==> src/rtl/uart_pkg.sv <==
// rtl/uart_pkg.sv - shared UART baud divisors, divisor lookup and TX state type
package uart_pkg;

   localparam logic [12:0] DIV_9600  = 13'd5208;
   localparam logic [12:0] DIV_19200 = 13'd2604;
   localparam logic [12:0] DIV_38400 = 13'd1302;

   typedef enum logic [2:0] {
      IDLE,
      LOAD,
      START,
      DATA,
      STOP
   } tx_state_t;

   // Bit period in 50 MHz clocks for the 2-bit baud select shared with the receiver
   function automatic logic [12:0] baud_div(input logic [1:0] sel);
      case (sel)
         2'b00:   baud_div = DIV_9600;
         2'b01:   baud_div = DIV_19200;
         default: baud_div = DIV_38400;
      endcase
   endfunction

endpackage

==> src/rtl/sync_fifo.sv <==
// rtl/sync_fifo.sv - single-clock show-ahead FIFO with occupancy count
module sync_fifo #(
   parameter int WIDTH = 8,
   parameter int DEPTH = 4
) (
   input  logic                     clk,
   input  logic                     rst,
   input  logic                     wr_en,
   input  logic                     rd_en,
   input  logic [WIDTH-1:0]         din,
   output logic [WIDTH-1:0]         dout,
   output logic                     full,
   output logic                     empty,
   output logic [$clog2(DEPTH):0]   count
);

   localparam int AW = $clog2(DEPTH);
   localparam logic [AW:0] FULL_COUNT = (AW+1)'(DEPTH);

   logic [WIDTH-1:0] mem [DEPTH];
   logic [AW-1:0]    wr_ptr;
   logic [AW-1:0]    rd_ptr;
   logic             do_wr;
   logic             do_rd;

   // A write while full is dropped even if a pop happens in the same cycle
   assign do_wr = wr_en && !full;
   assign do_rd = rd_en && !empty;

   assign full  = (count == FULL_COUNT);
   assign empty = (count == '0);
   assign dout  = mem[rd_ptr];

   // Pointer and occupancy tracking; pointers wrap naturally at DEPTH
   always_ff @(posedge clk) begin
      if (rst) begin
         wr_ptr <= '0;
         rd_ptr <= '0;
         count  <= '0;
      end else begin
         if (do_wr) wr_ptr <= wr_ptr + 1'b1;
         if (do_rd) rd_ptr <= rd_ptr + 1'b1;
         case ({do_wr, do_rd})
            2'b10:   count <= count + 1'b1;
            2'b01:   count <= count - 1'b1;
            default: count <= count;
         endcase
      end
   end

   // Storage array, no reset needed since empty entries are never read out
   always_ff @(posedge clk) begin
      if (do_wr) mem[wr_ptr] <= din;
   end

endmodule

==> src/rtl/uart_tx_fifo.sv <==
// rtl/uart_tx_fifo.sv - buffered 8N1 UART transmitter with back-to-back frames
module uart_tx_fifo
   import uart_pkg::*;
#(
   parameter int DEPTH = 4
) (
   input  logic       clk,
   input  logic       rst,
   input  logic [1:0] baud_setting,
   input  logic       wr_en,
   input  logic [7:0] wr_data,
   output logic       full,
   output logic       empty,
   output logic       tx_busy,
   output logic       tx_done,
   output logic       tx
);

   tx_state_t                state;
   logic [12:0]              div_q;
   logic [12:0]              baud_cnt;
   logic [2:0]               bit_cnt;
   logic [7:0]               shift;
   logic [7:0]               fifo_dout;
   logic [$clog2(DEPTH):0]   fifo_count;
   logic                     have_data;
   logic                     bit_end;
   logic                     pop;

   sync_fifo #(
      .WIDTH (8),
      .DEPTH (DEPTH)
   ) u_fifo (
      .clk   (clk),
      .rst   (rst),
      .wr_en (wr_en),
      .rd_en (pop),
      .din   (wr_data),
      .dout  (fifo_dout),
      .full  (full),
      .empty (empty),
      .count (fifo_count)
   );

   assign have_data = (fifo_count != '0);
   assign bit_end   = (baud_cnt == div_q - 13'd1);

   // Pop from IDLE, or at the last stop clock so the next start bit follows with no gap
   always_comb begin
      pop = 1'b0;
      if (have_data && (state == IDLE || (state == STOP && bit_end))) pop = 1'b1;
   end

   // Frame sequencer: the show-ahead byte is captured at the pop edge, the divisor at load
   always_ff @(posedge clk) begin
      if (rst) begin
         state    <= IDLE;
         div_q    <= '0;
         baud_cnt <= '0;
         bit_cnt  <= '0;
         shift    <= '0;
         tx       <= 1'b1;
         tx_busy  <= 1'b0;
         tx_done  <= 1'b0;
      end else begin
         tx_done <= 1'b0;
         case (state)
            IDLE: begin
               if (have_data) begin
                  shift   <= fifo_dout;
                  tx_busy <= 1'b1;
                  state   <= LOAD;
               end
            end
            LOAD: begin
               div_q    <= baud_div(baud_setting);
               baud_cnt <= '0;
               tx       <= 1'b0;
               state    <= START;
            end
            START: begin
               if (bit_end) begin
                  baud_cnt <= '0;
                  bit_cnt  <= '0;
                  tx       <= shift[0];
                  state    <= DATA;
               end else begin
                  baud_cnt <= baud_cnt + 13'd1;
               end
            end
            DATA: begin
               if (bit_end) begin
                  baud_cnt <= '0;
                  bit_cnt  <= bit_cnt + 3'd1;
                  shift    <= {1'b0, shift[7:1]};
                  if (bit_cnt == 3'd7) begin
                     tx    <= 1'b1;
                     state <= STOP;
                  end else begin
                     tx <= shift[1];
                  end
               end else begin
                  baud_cnt <= baud_cnt + 13'd1;
               end
            end
            STOP: begin
               if (bit_end) begin
                  tx_done  <= 1'b1;
                  baud_cnt <= '0;
                  if (have_data) begin
                     shift <= fifo_dout;
                     div_q <= baud_div(baud_setting);
                     tx    <= 1'b0;
                     state <= START;
                  end else begin
                     tx_busy <= 1'b0;
                     state   <= IDLE;
                  end
               end else begin
                  baud_cnt <= baud_cnt + 13'd1;
               end
            end
            default: state <= IDLE;
         endcase
      end
   end

endmodule

==> config.mk <==
export PLATFORM = sky130hd
export DESIGN_NAME = uart_tx_fifo
export DESIGN_NICKNAME = d
export VERILOG_FILES = /design/src/rtl/uart_pkg.sv /design/src/rtl/sync_fifo.sv /design/src/rtl/uart_tx_fifo.sv
export SDC_FILE = /design/constraint.sdc
export NUM_CORES = 1
export LEC_CHECK = 0
export ABC_AREA = 1
export BUFFER_PORTS_ARGS = -buffer_cell sky130_fd_sc_hd__buf_2
export CAP_MARGIN = 20
export CORE_MARGIN = 2
export CORE_UTILIZATION = 40
export CTS_BUF_LIST = sky130_fd_sc_hd__clkbuf_8
export DETAILED_ROUTE_END_ITERATION = 10
export GPL_TIMING_DRIVEN = 0
export PLACE_DENSITY = 0.59
export SLEW_MARGIN = 40
export SYNTH_ARGS = -nofsm -noshare
export SYNTH_HDL_FRONTEND = slang
export SYNTH_HIERARCHICAL = 1
export SYNTH_SLANG_ARGS = --single-unit
export TNS_END_PERCENT = 100
==> constraint.sdc <==
create_clock -name clk -period 6.95 [get_ports clk]
set_input_delay 1.39 -clock clk [delete_from_list [all_inputs] [get_ports clk]]
set_output_delay 1.39 -clock clk [all_outputs]
set_load 0.005 [all_outputs]
==> results.md, run 1 <==
- Met1 Use GR: 0.220
- Worst-path maximum fanout: 7
- DIE AREA: 11,300 sq um
- Core area: 10,200 sq um
- Worst hold path class: register to register
- Pwr Density: 383 nW/um^2
- Worst Path Required: 7210 ps
- Crit path arrival time: 3690 ps
- Fin. Hold Viols: 0
- Post-synthesis cell area: 4190 sq um
- Area delta synth->final: 10.5%
- CTS tree: done
- DR DRC count: 0
- IO Port Bufs: 17
- Fin crit share: 0.493
- Final #Nets: 602
- Sw Share: 0.450
- Outcome: finished clean
- Vias per cell: 5.02
- Combinational power share: 0.479
- Ys flop type: dfxtp_1
- Netlist cell types: 38
- Initial antenna violation count: 0
- Maximum vdd drop: 0.177 mV
- Routed vias: 3,617
- H-tree level count: 3
- P_leak: 1.96 nW
- Post-Syn Area per Cell: 7.60 sq um
- Setup Fix Bufs, Post-CTS: 0
- Endpoints failing setup: 0
- Min cycle time layout: 3420 ps
- Wire length per cell: 12.9 microns
- Ant diodes: 0
- Peak Freq: 0.292 GHz
- Share of cells above drive strength 1: 0.130
- Synth top area share: 0.229
- Psw: 0.000798 W
- Clock Latency Late Sink: 360 ps
- Sequential Power Share: 0.340
- P_int: 0.000974 W
- Post-cts gate resize count: 0
- Dominant cell type by area after synthesis: edfxtp_1
- Routability cong.: 0.936
- Final Max Slew Viols: 0
- Post-synthesis cell count: 551
- # hold bufs at CTS: 0
- Top-Level Pins: 18
- Iter 0 DRT Violations: 164
- RSZ-0062 raised after global routing: false
- Worst Setup Path Type: register to register
- Slew Limit Headroom: 0.443
- Number of global-route vias before repair: 3,441
- Total Routed Length: 9270 microns
- Clk pwr share: 0.182
- Reg area: 1860 sq um
- Post-route ant nets: 0
- First-pass GRT wire length: 15,800 microns
- Worst slew pin tran: 833 ps
- Critical Path End Type: register
- Startpoint Class: register
- Worst-path clk slew: 80 ps
- Pin count of the biggest net entering global routing: 17
- Seq/Total Area, Yosys: 0.445
- Final HPWL DP: 6880 microns
- Clock Tree Root: clkbuf_8
- Area of the multi-input gates: 1970 sq um
- CTS Buffer Depth: 2
- Overflow after GRT: 0
- Async set-or-reset flop fraction in the synthesized netlist: 0
- Clk sinks: 77
- M3 GR Usage: 0.0435
- GRT Total Usage: 0.175
- Drt pass-1 iters: 5
- Number of synthesized register bits: 77
- Final cell count without fillers: 720
- Die Wd: 106 microns
- Top post-synthesis cells by area: edfxtp_1, dfxtp_1, nand2_1, nor2_1, inv_1
- Number of enable flip-flop cells after synthesis: 32
- Met2 usage: 0.289
- Post-synth net total: 574
- Die Height: 106 microns
- Top Usage Layer GRT: met2
- Min Hold Slack: 457 ps
- Placed insts: 704
- Cts bufs inserted: 9
- Std cell rows: 37
- Clk_skew: 11.8 ps
- Synth warn: 6
- Fillcell total: 1,020
- Setup TNS: 0 ps
- Initial Util: 0.409
- Max-cap violations: 0
[path summary, 6_finish.rpt]
| check | cells after the start | from | slack, ps | endpoint |
|---|---|---|---|---|
| worst max-delay path | 24 | div_q[8] | 3530 | u_fifo/count[2] |
| worst min-delay path | 2 | tx_busy | 460 | tx_busy |
| worst max register to register | 24 | div_q[8] | 3530 | u_fifo/count[2] |
| worst min register to register | 2 | tx_busy | 460 | tx_busy |
[cell usage after synthesis, types with 2 or more instances]
library cell  count
o21ai_1           2
nor2_2            5
dfxtp_1          45
ha_1              9
clkbuf_1          4
inv_2             6
o21ai_2           2
buf_6             4
nand4_1          12
o21ai_0          34
nor2_4            2
edfxtp_1         32
o22ai_1           8
or2_2             2
a21oi_1          34
nor3_1            5
xor2_1            6
nand3b_1          2
nand2_1         114
nand3_2           2
nor2_1           85
inv_1            66
o21a_1            2
nor4_1            4
nand2_4           3
nand2_2           9
nand3_1          41
[flip-flops by register name, indices dropped and copies added, names as in the netlist, named ones only]
| name | flops |
|---|---|
| tx_busy | 1 |
| u_fifo/rd_ptr | 2 |
| div_q | 6 |
| tx | 1 |
| bit_cnt | 3 |
| u_fifo/count | 3 |
| state | 3 |
| u_fifo/mem | 32 |
| u_fifo/wr_ptr | 2 |
| tx_done | 1 |
| shift | 8 |
| baud_cnt | 13 |
[critical path: stages (launching register included)]
cell	delay, ps
dfxtp_1	470
inv_2	130
ha_1	330
nand2_1	90
nand2_1	60
nor2_1	120
inv_1	50
nor2_1	90
nand2_1	70
nor2_1	110
nand3_1	80
nor2_1	220
nand2_1	150
a21oi_1	240
inv_1	80
nor2_1	110
ha_1	170
inv_1	70
fa_1	380
inv_1	70
nand2_1	60
nand3_1	70
nand2_1	50
inv_1	40
nor2_1	30
[per-layer routing]
metal | part of all wire | routed length (microns)
met2 | 0.47 | 4400
met4 | 0.019 | 179
met1 | 0.46 | 4310
met3 | 0.041 | 384
met5 | 0 | 0
[metrics by stage]
stage	utilization	setup slack (ps)	power [W]	cell area, sq um
2_1_floorplan	-	4050	0.00128	4190
3_3_place_gp	0.434	3580	0.00144	4440
3_5_place_dp	0.434	3550	0.00146	4440
4_1_cts	0.452	3520	0.00179	4630
5_1_grt	0.452	3160	0.00193	4630
6_report	0.452	3530	0.00177	4630
[power groups by stage]
stage | combinational [W] | clock [W] | sequential [W]
floorplan | 0.000681 | 0 | 0.000597
global placement | 0.000833 | 0 | 0.000612
detailed placement | 0.000848 | 0 | 0.000612
CTS | 0.000853 | 0.000334 | 0.000603
global route | 0.000970 | 0.000351 | 0.000612
finish | 0.000848 | 0.000322 | 0.000602
[cells in the final DEF, fill, tap and decap left out, types with 3 or more instances in the layout]
master    netlist  routed
o22ai_1         8       8
nor4_1          4       4
clkbuf_1        4       4
nand4_1        12      12
buf_2           1      18
nand3_1        41      41
inv_6           0       4
nor2_2          5       5
dfxtp_1        45      45
buf_6           4       4
nand2_4         3       3
ha_1            9       9
nor3_1          5       5
nand2_1       114     114
o21ai_0        34      34
edfxtp_1       32      32
xor2_1          6       6
a21oi_1        34      34
inv_1          66      66
clkbuf_8        0       9
inv_2           6       6
nor2_1         85      85
nand2_2         9       9
[final cells by class]
cell class                      count  share of cell area
Clock buffer                        9              0.0268
Tap cell                          136              0.0368
Sequential cell                    77               0.402
Inverter                           72              0.0584
Timing Repair Buffer               17              0.0184
Buffer                             12              0.0176
Multi-Input combinational cell    390               0.427
Clock inverter                      7              0.0132
[kinds of logic (layout without fill, tap and decap cells)]
logic type,Yosys count,count (layout),share of synthesized area
AOI/OAI and AO/OA,84,84,0.112
xor gates and xnor gates,7,7,0.0146
adders and majority gates,10,10,0.0317
buffers and inverters,84,117,0.0840
DFF,77,77,0.445
and+or+nand+nor,289,289,0.313
No activity file was read; power rests on OpenSTA's default activity.
==> inputs of run 2 (changes only) <==
--- a/config.mk
+++ b/config.mk
@@ -13,7 +13,7 @@
 export CTS_BUF_LIST = sky130_fd_sc_hd__clkbuf_8
 export DETAILED_ROUTE_END_ITERATION = 10
 export GPL_TIMING_DRIVEN = 0
-export PLACE_DENSITY = 0.59
+export PLACE_DENSITY = 0.61
 export SLEW_MARGIN = 40
 export SYNTH_ARGS = -nofsm -noshare
 export SYNTH_HDL_FRONTEND = slang
==> constraint.sdc (replaced) <==
create_clock -name clk -period 2.87 [get_ports clk]
set_input_delay 0.574 -clock clk [delete_from_list [all_inputs] [get_ports clk]]
set_output_delay 0.574 -clock clk [all_outputs]
set_load 0.005 [all_outputs]
==> run 2 against run 1 <==
  * The flow now finishes with violations (setup timing)
  * Clock skew hardly changed
  * Power rose to 2.7 times the previous value
  * Worst setup slack worse by 3600 ps
  * Worst hold slack got worse by 36 ps
  * Clock-buffer cell count stayed put
  * Highest routed layer unchanged
  * Critical path type unchanged
  * Final area is 9.1% higher
  * Sequential power increased by 140%
  * Sequential share of layout area shrank 3.2 points
==> results.md, run 2 (synthesis gave the netlist of run 1 again) <==
- Startpoint Class: register
- Fin. Hold Viols: 0
- Maximum vdd drop: 0.540 mV
- Critical Path End Type: register
- Commonest non-fill, non-tap cell in the layout: nand2_1
- Worst Path Required: 3170 ps
- Endpoints failing setup: 11
- PnR Total Power: 0.00475 W
- Number of buffers and inverters on the critical path: 11
- Max-cap violations: 0
- Worst Setup Path Type: register to register
- Crit path arrival time: 3220 ps
- H-tree level count: 3
- Final worst slack: -45.8 ps
- CP max-delay cell: dfxtp_4
- Worst-path maximum fanout: 7
- Area delta synth->final: 20.6%
- Top Family by Delay on Critical Path: simple AND/OR/NAND/NOR gates
- Final Max Slew Viols: 0
- Clk sinks: 77
- Std cell rows: 37
- Iter 0 DRT Violations: 220
- IO Port Bufs: 17
- Sw Share: 0.454
- Total Routed Length: 10,200 microns
- Peak Freq: 0.343 GHz
- Initial antenna violation count: 0
- Clk pwr share: 0.167
- Worst slew pin tran: 817 ps
- CTS Buffer Depth: 2
- Initial Util: 0.409
- Number of global-route vias before repair: 3,639
- Max reg flops: 32
- Pin count of the biggest net entering global routing: 17
- Final HPWL DP: 7120 microns
- Core area: 10,200 sq um
- Die Height: 106 microns
- First-pass GRT wire length: 16,500 microns
- Crit path depth: 24
- DR DRC count: 0
- Wire length per cell: 13.6 microns
- Failing checks: setup timing
- Vias per cell: 5.03
- Clk_skew: 11.7 ps
- Placed standard-cell area: 4440 sq um
- Most common cell on crit path: buf_4
- Overflow after GRT: 0
- Clock Tree Root: clkbuf_8
- P_leak: 2.15 nW
- CTS tree: done
- Slew Limit Headroom: 0.451
- Worst hold path class: input port to register
- Drt pass-1 iters: 4
- Share of cells above drive strength 1: 0.235
- Fin crit share: 1.02
- Cts bufs inserted: 9
- Clock Latency Late Sink: 360 ps
- Min cycle time layout: 2920 ps
- Die Wd: 106 microns
- Final #Nets: 632
- Top-Level Pins: 18
- P_int: 0.00259 W
- Pwr Density: 941 nW/um^2
- Ant diodes: 0
- RSZ-0062 raised after global routing: true
- Reg2Reg Depth: 24
- Outcome: finished with violations
- Largest registers: u_fifo/mem (32), baud_cnt (13), shift (8)
- Worst-path cell chain: inv_6, ha_4, nor2_4, nor2_2, buf_4, buf_4, buf_4, buf_4, buf_4, buf_4, buf_4, buf_4, buf_4, nand3_1, nor2_1, nand3_1, nor2_2, nand3_4, nand2_4, nand2_4, buf_6, nand2_2, nand2_2, nor2_1
- Most frequent cells in the layout: nand2_1, nor2_1, inv_1
- Sequential Power Share: 0.308
- Hold depth: 1
- Worst-path clk slew: 90 ps
- Post-route cell area: 5050 sq um
- Psw: 0.00216 W
- Worst stage delay on the critical path: 370 ps
- GRT Total Usage: 0.182
- Routability cong.: 0.913
- Combinational power share: 0.525
- Post-route ant nets: 0
- Routed vias: 3,775
- Largest Register: u_fifo/mem
- DIE AREA: 11,300 sq um
[run 2: changes by cell type in the layout (fill, tap and decap cells not counted), moves of 3 or more]
cell,change
buf_6,+3
nor2_1,-13
nor2_2,+9
nand3_1,-3
nand2_1,-11
nand3_2,+3
nand2_2,+8
dfxtp_1,-3
nor2_4,+4
inv_1,-3
buf_4,+25
[run 2: power by group through the flow]
stage	clock network, W	logic, W	registers (W)
2_1_floorplan	0	0.00165	0.00145
5_1_grt	0.000848	0.00281	0.00149
3_5_place_dp	0	0.00206	0.00149
3_3_place_gp	0	0.00202	0.00148
6_report	0.000791	0.00249	0.00147
4_1_cts	0.000813	0.00219	0.00146
[run 2: routing by layer]
layer	GRT usage	up-vias	routed length, microns
met2	0.317	66	5080
met5	0	-	0
met4	0.0714	0	154
li1	-	1920	-
met3	0.0380	13	406
met1	0.220	1776	4580
[run 2: cell type report]
type	instances	area, sq um
inverters	72	275
clock inverters	7	63.8
multi-input cells	391	2150
fillers	988	5180
repair buffers	46	322
plain buffers	12	81.3
flip-flops and latches	77	1870
clock buffers	9	124
well taps	136	170
[run 2: per-stage QoR]
stage	setup WS [ps]	util	TNS, ps	hold slack, ps	std cells
after detailed placement	-415	0.434	-694	449	704
after CTS	9.12	0.469	0	406	736
after global placement	-373	0.434	-616	452	704
after global routing	-232	0.494	-3070	409	750
final	-45.8	0.494	-174	421	750
after floorplan	45.8	-	0	443	551
[run 2: timing repair]
| action | 4_1_cts | 5_1_grt |
|---|---|---|
| setup endpoints to repair | 2 | 17 |
| buffers inserted | 16 | 12 |
| cloned | 0 | 2 |
| hold buffers | 0 | 0 |
| pin swaps | 10 | 22 |
| resized for setup | 15 | 41 |
[run 2: path summary, 6_finish.rpt]
path,end,slack (ps),from
setup / recovery,shift[5],-50,div_q[8]
hold / removal,u_fifo/mem[3][3],420,wr_data[3]
setup reg to reg,shift[5],-50,div_q[8]
hold reg to reg,tx_busy,460,tx_busy
